### src/rtl/alu_operand_sequencer_if.sv
// Operand/result bundle between the sequencer (master) and the combinational ALU (slave).
// No latency or backpressure here; operands_valid qualifies a/b/operation.
interface alu_operand_sequencer_if #(
  parameter int N = 4
);
  logic [N-1:0] a;
  logic [N-1:0] b;
  logic [3:0]   operation;
  logic         operands_valid;
  logic [N-1:0] y_in;
  logic [3:0]   flags_in;
  logic [N-1:0] result_q;
  logic [3:0]   flags_q;

  modport master (
    output a, b, operation, operands_valid, result_q, flags_q,
    input  y_in, flags_in
  );

  modport slave (
    input  a, b, operation, operands_valid, result_q, flags_q,
    output y_in, flags_in
  );
endinterface

### src/rtl/alu_operand_sequencer.sv
// Collects A, B, opcode via debounced button presses, drives them to the ALU, snapshots result/flags.
// Press-to-commit latency: 2 sync + DEBOUNCE_CYCLES + 1 cycles; no backpressure, user pace only.
module alu_operand_sequencer_debounce #(
  parameter int DEBOUNCE_CYCLES = 250000
) (
  input  logic clk,
  input  logic rst_n,
  input  logic btn_n,
  output logic press
);
  localparam int CNT_W = (DEBOUNCE_CYCLES > 2) ? $clog2(DEBOUNCE_CYCLES) : 1;
  localparam logic [CNT_W-1:0] CNT_MAX = CNT_W'(DEBOUNCE_CYCLES - 1);

  logic             sync1;
  logic             sync2;
  logic             level;
  logic [CNT_W-1:0] cnt;

  always_ff @(posedge clk or negedge rst_n) begin
    if (!rst_n) begin
      sync1 <= 1'b1;
      sync2 <= 1'b1;
      level <= 1'b1;
      cnt   <= '0;
      press <= 1'b0;
    end else begin
      sync1 <= btn_n;
      sync2 <= sync1;
      press <= 1'b0;
      if (sync2 == level) begin
        cnt <= '0;
      end else if (cnt == CNT_MAX) begin
        level <= sync2;
        cnt   <= '0;
        // Pulse only on the accepted 1->0 transition; releases are silent.
        press <= level & ~sync2;
      end else begin
        cnt <= cnt + CNT_W'(1);
      end
    end
  end
endmodule

module alu_operand_sequencer #(
  parameter int N               = 4,
  parameter int DEBOUNCE_CYCLES = 250000
) (
  input  logic                             clk,
  input  logic                             rst_n,
  input  logic [N-1:0]                     sw,
  input  logic                             btn_enter_n,
  input  logic                             btn_clear_n,
  alu_operand_sequencer_if.master          alu,
  output logic                             op_invalid,
  output logic [2:0]                       stage
);
  typedef enum logic [2:0] {
    LOAD_A  = 3'b000,
    LOAD_B  = 3'b001,
    LOAD_OP = 3'b010,
    EXEC    = 3'b011,
    SHOW    = 3'b100
  } state_t;

  localparam logic [3:0] OP_CLEAR = 4'b1111;

  state_t state;
  logic   enter_pulse;
  logic   clear_pulse;
  logic   op_supported;

  alu_operand_sequencer_debounce #(.DEBOUNCE_CYCLES(DEBOUNCE_CYCLES)) u_db_enter (
    .clk   (clk),
    .rst_n (rst_n),
    .btn_n (btn_enter_n),
    .press (enter_pulse)
  );

  alu_operand_sequencer_debounce #(.DEBOUNCE_CYCLES(DEBOUNCE_CYCLES)) u_db_clear (
    .clk   (clk),
    .rst_n (rst_n),
    .btn_n (btn_clear_n),
    .press (clear_pulse)
  );

  // Codes 1010..1110 have no ALU function; 1111 is the ALU's own clear code.
  assign op_supported = (sw[3:0] <= 4'd9) || (sw[3:0] == OP_CLEAR);
  assign stage        = state;

  always_ff @(posedge clk or negedge rst_n) begin
    if (!rst_n) begin
      state              <= LOAD_A;
      alu.a              <= '0;
      alu.b              <= '0;
      alu.operation      <= OP_CLEAR;
      alu.operands_valid <= 1'b0;
      alu.result_q       <= '0;
      alu.flags_q        <= '0;
      op_invalid         <= 1'b0;
    end else if (clear_pulse) begin
      state              <= LOAD_A;
      alu.a              <= '0;
      alu.b              <= '0;
      alu.operation      <= OP_CLEAR;
      alu.operands_valid <= 1'b0;
      alu.result_q       <= '0;
      alu.flags_q        <= '0;
      op_invalid         <= 1'b0;
    end else begin
      case (state)
        LOAD_A: begin
          if (enter_pulse) begin
            alu.a <= sw;
            state <= LOAD_B;
          end
        end
        LOAD_B: begin
          if (enter_pulse) begin
            alu.b <= sw;
            state <= LOAD_OP;
          end
        end
        LOAD_OP: begin
          if (enter_pulse) begin
            alu.operation      <= op_supported ? sw[3:0] : OP_CLEAR;
            op_invalid         <= ~op_supported;
            alu.operands_valid <= 1'b1;
            state              <= EXEC;
          end
        end
        EXEC: begin
          // Operands have been stable for this whole cycle, so the ALU has settled.
          alu.result_q <= alu.y_in;
          alu.flags_q  <= alu.flags_in;
          state        <= SHOW;
        end
        SHOW: begin
          if (enter_pulse) begin
            alu.operands_valid <= 1'b0;
            state              <= LOAD_A;
          end
        end
        default: begin
          alu.operands_valid <= 1'b0;
          state              <= LOAD_A;
        end
      endcase
    end
  end
endmodule
### src/flat_wrapper.sv
// flat-port wrapper written by rule: the top's interface ports become plain ports
module alu_operand_sequencer_flat 
#(
  parameter int N               = 4,
  parameter int DEBOUNCE_CYCLES = 250000
)
  (clk, rst_n, sw, btn_enter_n, btn_clear_n, op_invalid, stage, alu_a, alu_b, alu_operation, alu_operands_valid, alu_result_q, alu_flags_q, alu_y_in, alu_flags_in);
  alu_operand_sequencer_if #(.N(N)) alu_i ();
  input  logic clk;
  input  logic rst_n;
  input  logic [N-1:0] sw;
  input  logic btn_enter_n;
  input  logic btn_clear_n;
  output logic op_invalid;
  output logic [2:0] stage;
  output wire logic [$bits(alu_i.a)-1:0] alu_a;
  output wire logic [$bits(alu_i.b)-1:0] alu_b;
  output wire logic [$bits(alu_i.operation)-1:0] alu_operation;
  output wire logic [$bits(alu_i.operands_valid)-1:0] alu_operands_valid;
  output wire logic [$bits(alu_i.result_q)-1:0] alu_result_q;
  output wire logic [$bits(alu_i.flags_q)-1:0] alu_flags_q;
  input wire logic [$bits(alu_i.y_in)-1:0] alu_y_in;
  input wire logic [$bits(alu_i.flags_in)-1:0] alu_flags_in;
  assign alu_a = alu_i.a;
  assign alu_b = alu_i.b;
  assign alu_operation = alu_i.operation;
  assign alu_operands_valid = alu_i.operands_valid;
  assign alu_result_q = alu_i.result_q;
  assign alu_flags_q = alu_i.flags_q;
  assign alu_i.y_in = alu_y_in;
  assign alu_i.flags_in = alu_flags_in;
  alu_operand_sequencer #(.N(N), .DEBOUNCE_CYCLES(DEBOUNCE_CYCLES)) u_core (.clk(clk), .rst_n(rst_n), .sw(sw), .btn_enter_n(btn_enter_n), .btn_clear_n(btn_clear_n), .alu(alu_i), .op_invalid(op_invalid), .stage(stage));
endmodule
### config.mk
export PLATFORM = sky130hd
export DESIGN_NAME = alu_operand_sequencer_flat
export DESIGN_NICKNAME = d
export VERILOG_FILES = /design/src/rtl/alu_operand_sequencer_if.sv /design/src/rtl/alu_operand_sequencer.sv /design/src/flat_wrapper.sv
export SDC_FILE = /design/constraint.sdc
export NUM_CORES = 1
export LEC_CHECK = 0
export BUFFER_PORTS_ARGS = -buffer_cell sky130_fd_sc_hd__buf_2
export CAP_MARGIN = 20
export CORE_MARGIN = 2
export CORE_UTILIZATION = 30
export DETAILED_ROUTE_END_ITERATION = 7
export GPL_ROUTABILITY_DRIVEN = 0
export MAX_ROUTING_LAYER = met4
export PLACE_DENSITY = 0.47
export SLEW_MARGIN = 20
export SYNTH_ARGS = -nofsm -noshare
export SYNTH_HDL_FRONTEND = slang
export SYNTH_HIERARCHICAL = 1
export SYNTH_SLANG_ARGS = --single-unit
### constraint.sdc
create_clock -name clk -period 2.3 [get_ports clk]
set_clock_uncertainty 0.1 [all_clocks]
set_input_delay 0.115 -clock clk [delete_from_list [all_inputs] [get_ports clk]]
set_output_delay 0.115 -clock clk [all_outputs]
set_load 0.005 [all_outputs]
==> flow_metrics.tcl <==
set metrics [dict create \
    status "complete, no violations" \
    start_kind "register" \
    min_path_type "input pin to async pin" \
    drc_errors 0 \
    post_drt_wl_per_cell_um 12.8 \
    syn-cell-area_um2 3260 \
    rrSetupSlack_ns 0.30 \
    dp_hpwl_um 4390 \
    drtPass1Iterations 4 \
    r2r-start "u_core/u_db_clear/cnt[0]" \
    yosys_warnings 6 \
    cts_root_buf "clkbuf_8" \
    synth_nets 321 \
    viasPerCell 4.66 \
    worst-path-max-fanout 17 \
    num_rows 38 \
    setup-violations-final 0 \
    fillers 1034 \
    peakVddDrop_mv 0.218 \
    cp-end-kind "register" \
    die_h_um 108 \
    synth_xor_area_share_pct 8.07 \
    critical_path_arrival_ns 2.11 \
    critPathKind "register to register" \
    synth.distinct_cells 39 \
    drt_iter0_drc 175 \
    synth.ff_latch_count 69 \
    track_usage_pct 12.3 \
    ys_seq_area_share_pct 53.4 \
    clk_latency_ns 0.34 \
    hold_viol_final 0 \
    cts_setup_buffers 0 \
    tightest_slew_ns 0.844 \
    nets 379 \
    final.setup.tns_ns 0 \
    grt_setup_unrepaired "false" \
    p_leak_nw 1.73 \
    ios 41 \
    drtAntennaViolNets 0 \
    synth_top_family_by_area "simple AND/OR/NAND/NOR gates" \
    final_cell_mix "61 x nor2_1, 59 x dfrtp_1, 40 x buf_2" \
    final_common_cell "nor2_1" \
    diodes 0 \
    drv_cap 0 \
    ctsResizeCount 0 \
    cts_sinks 69 \
    die_width_um 108 \
    cts_htree_levels 3 \
    port_buffers 40 \
    cts_tree "yes" \
    fin_crit_sh_pct 87.1 \
    crit_start "u_core/u_db_clear/cnt[0]" \
    max_freq_mhz 499 \
    layout_setup_ws_ns 0.297 \
    crit_end "u_core/u_db_clear/cnt[16]" \
    cts_buffer_depth 2 \
    layout-drive-gt1-share_pct 23.6 \
    synth_fa_ha_area_share_pct 1.54 \
    antenna_found_initial 0 \
    cp.required_ns 2.41 \
    overflow 0 \
    syn_to_final_growth_pct 21.9 \
    relSlewSlack_pct 43.7 \
    clk_pin_slew_ns 0.08 \
    postSynthAreaPerCell_um2 10.8 \
    synth_compound_area_share_pct 4.57 \
    grt_pass1_vias 2258 \
    slew_violations 0 \
    rr_endpoint "u_core/u_db_clear/cnt[16]" \
    routed_wl_um 6440 \
    die_area_um2 11700 \
    place_ws_ns 0.283 \
    grt_pass1_wl_um 10900 \
    fp.coreArea_um2 10700 \
    synthMuxAreaShare_pct 6.26 \
    pwr_density_cell_nw_per_um2 618 \
    num_vias 2348 \
    initial_core_util_pct 30.4 \
    reg2reg_depth 5 \
    finalCriticalPeriod_ns 2.00 \
    synth_cells 301 \
    yosys.area_share.simple_pct 22.7 \
    grt_max_degree 37 \
    cts_made_buffers 9 \
]
## worst min-delay path by stage
| stage | endpoint | depth (start not counted) |
|---|---|---|
| after CTS | u_core/alu.result_q[1] | 2 |
| after global routing | u_core/alu.result_q[0] | 2 |
| after detailed placement | u_core/stage[1] | 1 |
| after floorplan | u_core/alu.a[0] | 0 |
| after global placement | u_core/alu.result_q[1] | 1 |
| final | u_core/alu.result_q[1] | 2 |
## through the flow
step / total power, mW / hold slack, ns / std cells / utilization, % / cell area [um^2]
floorplan: 1.32 / -0.281 / 301 / - / 3260
global placement: 1.39 / -0.0328 / 473 / 33.7 / 3600
detailed placement: 1.39 / -0.0301 / 473 / 33.7 / 3600
CTS: 2.51 / 0.123 / 504 / 37.1 / 3970
global route: 2.59 / 0.135 / 504 / 37.1 / 3970
finish: 2.45 / 0.126 / 504 / 37.1 / 3970
## critical path: stages, from the launching register on
cell      delay (ns)
dfrtp_1         0.40
ha_1            0.23
nand3_1         0.13
or4_4           0.53
o21bai_4        0.38
nor2_1          0.10
## logic make-up (layout without fill, tap and decap cells)
logic type / count (synthesis) / in the layout
AND/OR/NAND/NOR: 136 / 136
flip-flops: 69 / 69
XOR/XNOR: 30 / 30
buffers and inverters: 24 / 87
multiplexers: 20 / 20
AO/OA/AOI/OAI: 18 / 18
adder cells (fa/ha/maj): 4 / 4
## cells in the mapped netlist (all sizes together)
| cell type | number | share of area (%) |
|---|---|---|
| nor3 | 11 | 1.7 |
| nor4b | 4 | 1.5 |
| a311o | 1 | 0.31 |
| and4bb | 1 | 0.38 |
| and3 | 1 | 0.19 |
| a21oi | 8 | 1.5 |
| o31ai | 3 | 0.69 |
| nand4 | 8 | 2.5 |
| a211o | 3 | 0.81 |
| or4 | 4 | 1.4 |
| nand3b | 2 | 0.46 |
| nand3 | 14 | 2.2 |
| o21ai | 1 | 0.15 |
| xnor2 | 26 | 7.0 |
| nor4 | 12 | 2.3 |
| nor3b | 1 | 0.23 |
| clkbuf | 3 | 0.42 |
| ha | 4 | 1.5 |
| mux2i | 17 | 5.2 |
| mux2 | 3 | 1.0 |
| nand4bb | 1 | 0.35 |
| buf | 8 | 1.5 |
| inv | 13 | 1.5 |
| nor2 | 61 | 7.0 |
| dfrtp | 59 | 45 |
| dfstp | 10 | 8.1 |
| nand2 | 13 | 1.7 |
| o21bai | 2 | 1.2 |
| xor2 | 4 | 1.1 |
| or3 | 2 | 0.69 |
| or2 | 1 | 0.19 |
## power by group
| group | total [mW] | internal [mW] | switching, mW |
|---|---|---|---|
| logic | 0.124 | 0.0585 | 0.0650 |
| clock network | 1.07 | 0.611 | 0.460 |
| registers | 1.26 | 1.24 | 0.0178 |
| total | 2.45 | 1.91 | 0.543 |
## cell type report
type / instances / area [um^2] / area share, %
clock buffers: 10 / 128 / 3.21
clock inverters: 6 / 88.8 / 2.24
inverters: 13 / 48.8 / 1.23
multi-input cells: 208 / 1410 / 35.4
flip-flops and latches: 69 / 1740 / 43.8
well taps: 140 / 175 / 4.41
repair buffers: 58 / 385 / 9.71
## routing by layer
metal	vias to the layer above	part of all wire, %	GRT usage (%)
met2	57	45	18.1
met4	0	2.1	5.59
met3	11	4.3	3.01
met5	-	0	-
met1	1125	49	16.0
li1	1155	-	-
## timing repair
action / in CTS / in global routing
hold buffers: 15 / 0
hold endpoints to repair: 63 / 0
endpoints found under the setup margin: 0 / 0
## state kept, by name (all words and copies together), names as in the netlist
name and flops:
u_core/u_db_enter/sync1 1, u_core/stage 3, u_core/op_invalid 1, u_core/u_db_enter/sync2 1, u_core/u_db_clear/sync2 1, u_core/u_db_clear/sync1 1
u_core/alu.operation 4, u_core/alu.result_q 4, u_core/u_db_enter/level 1, u_core/u_db_enter/cnt 18, u_core/u_db_clear/press 1, u_core/alu.a 4
u_core/alu.operands_valid 1, u_core/alu.flags_q 4, u_core/u_db_enter/press 1, u_core/u_db_clear/level 1, u_core/u_db_clear/cnt 18, u_core/alu.b 4
Power figures use the tool's default switching activity.
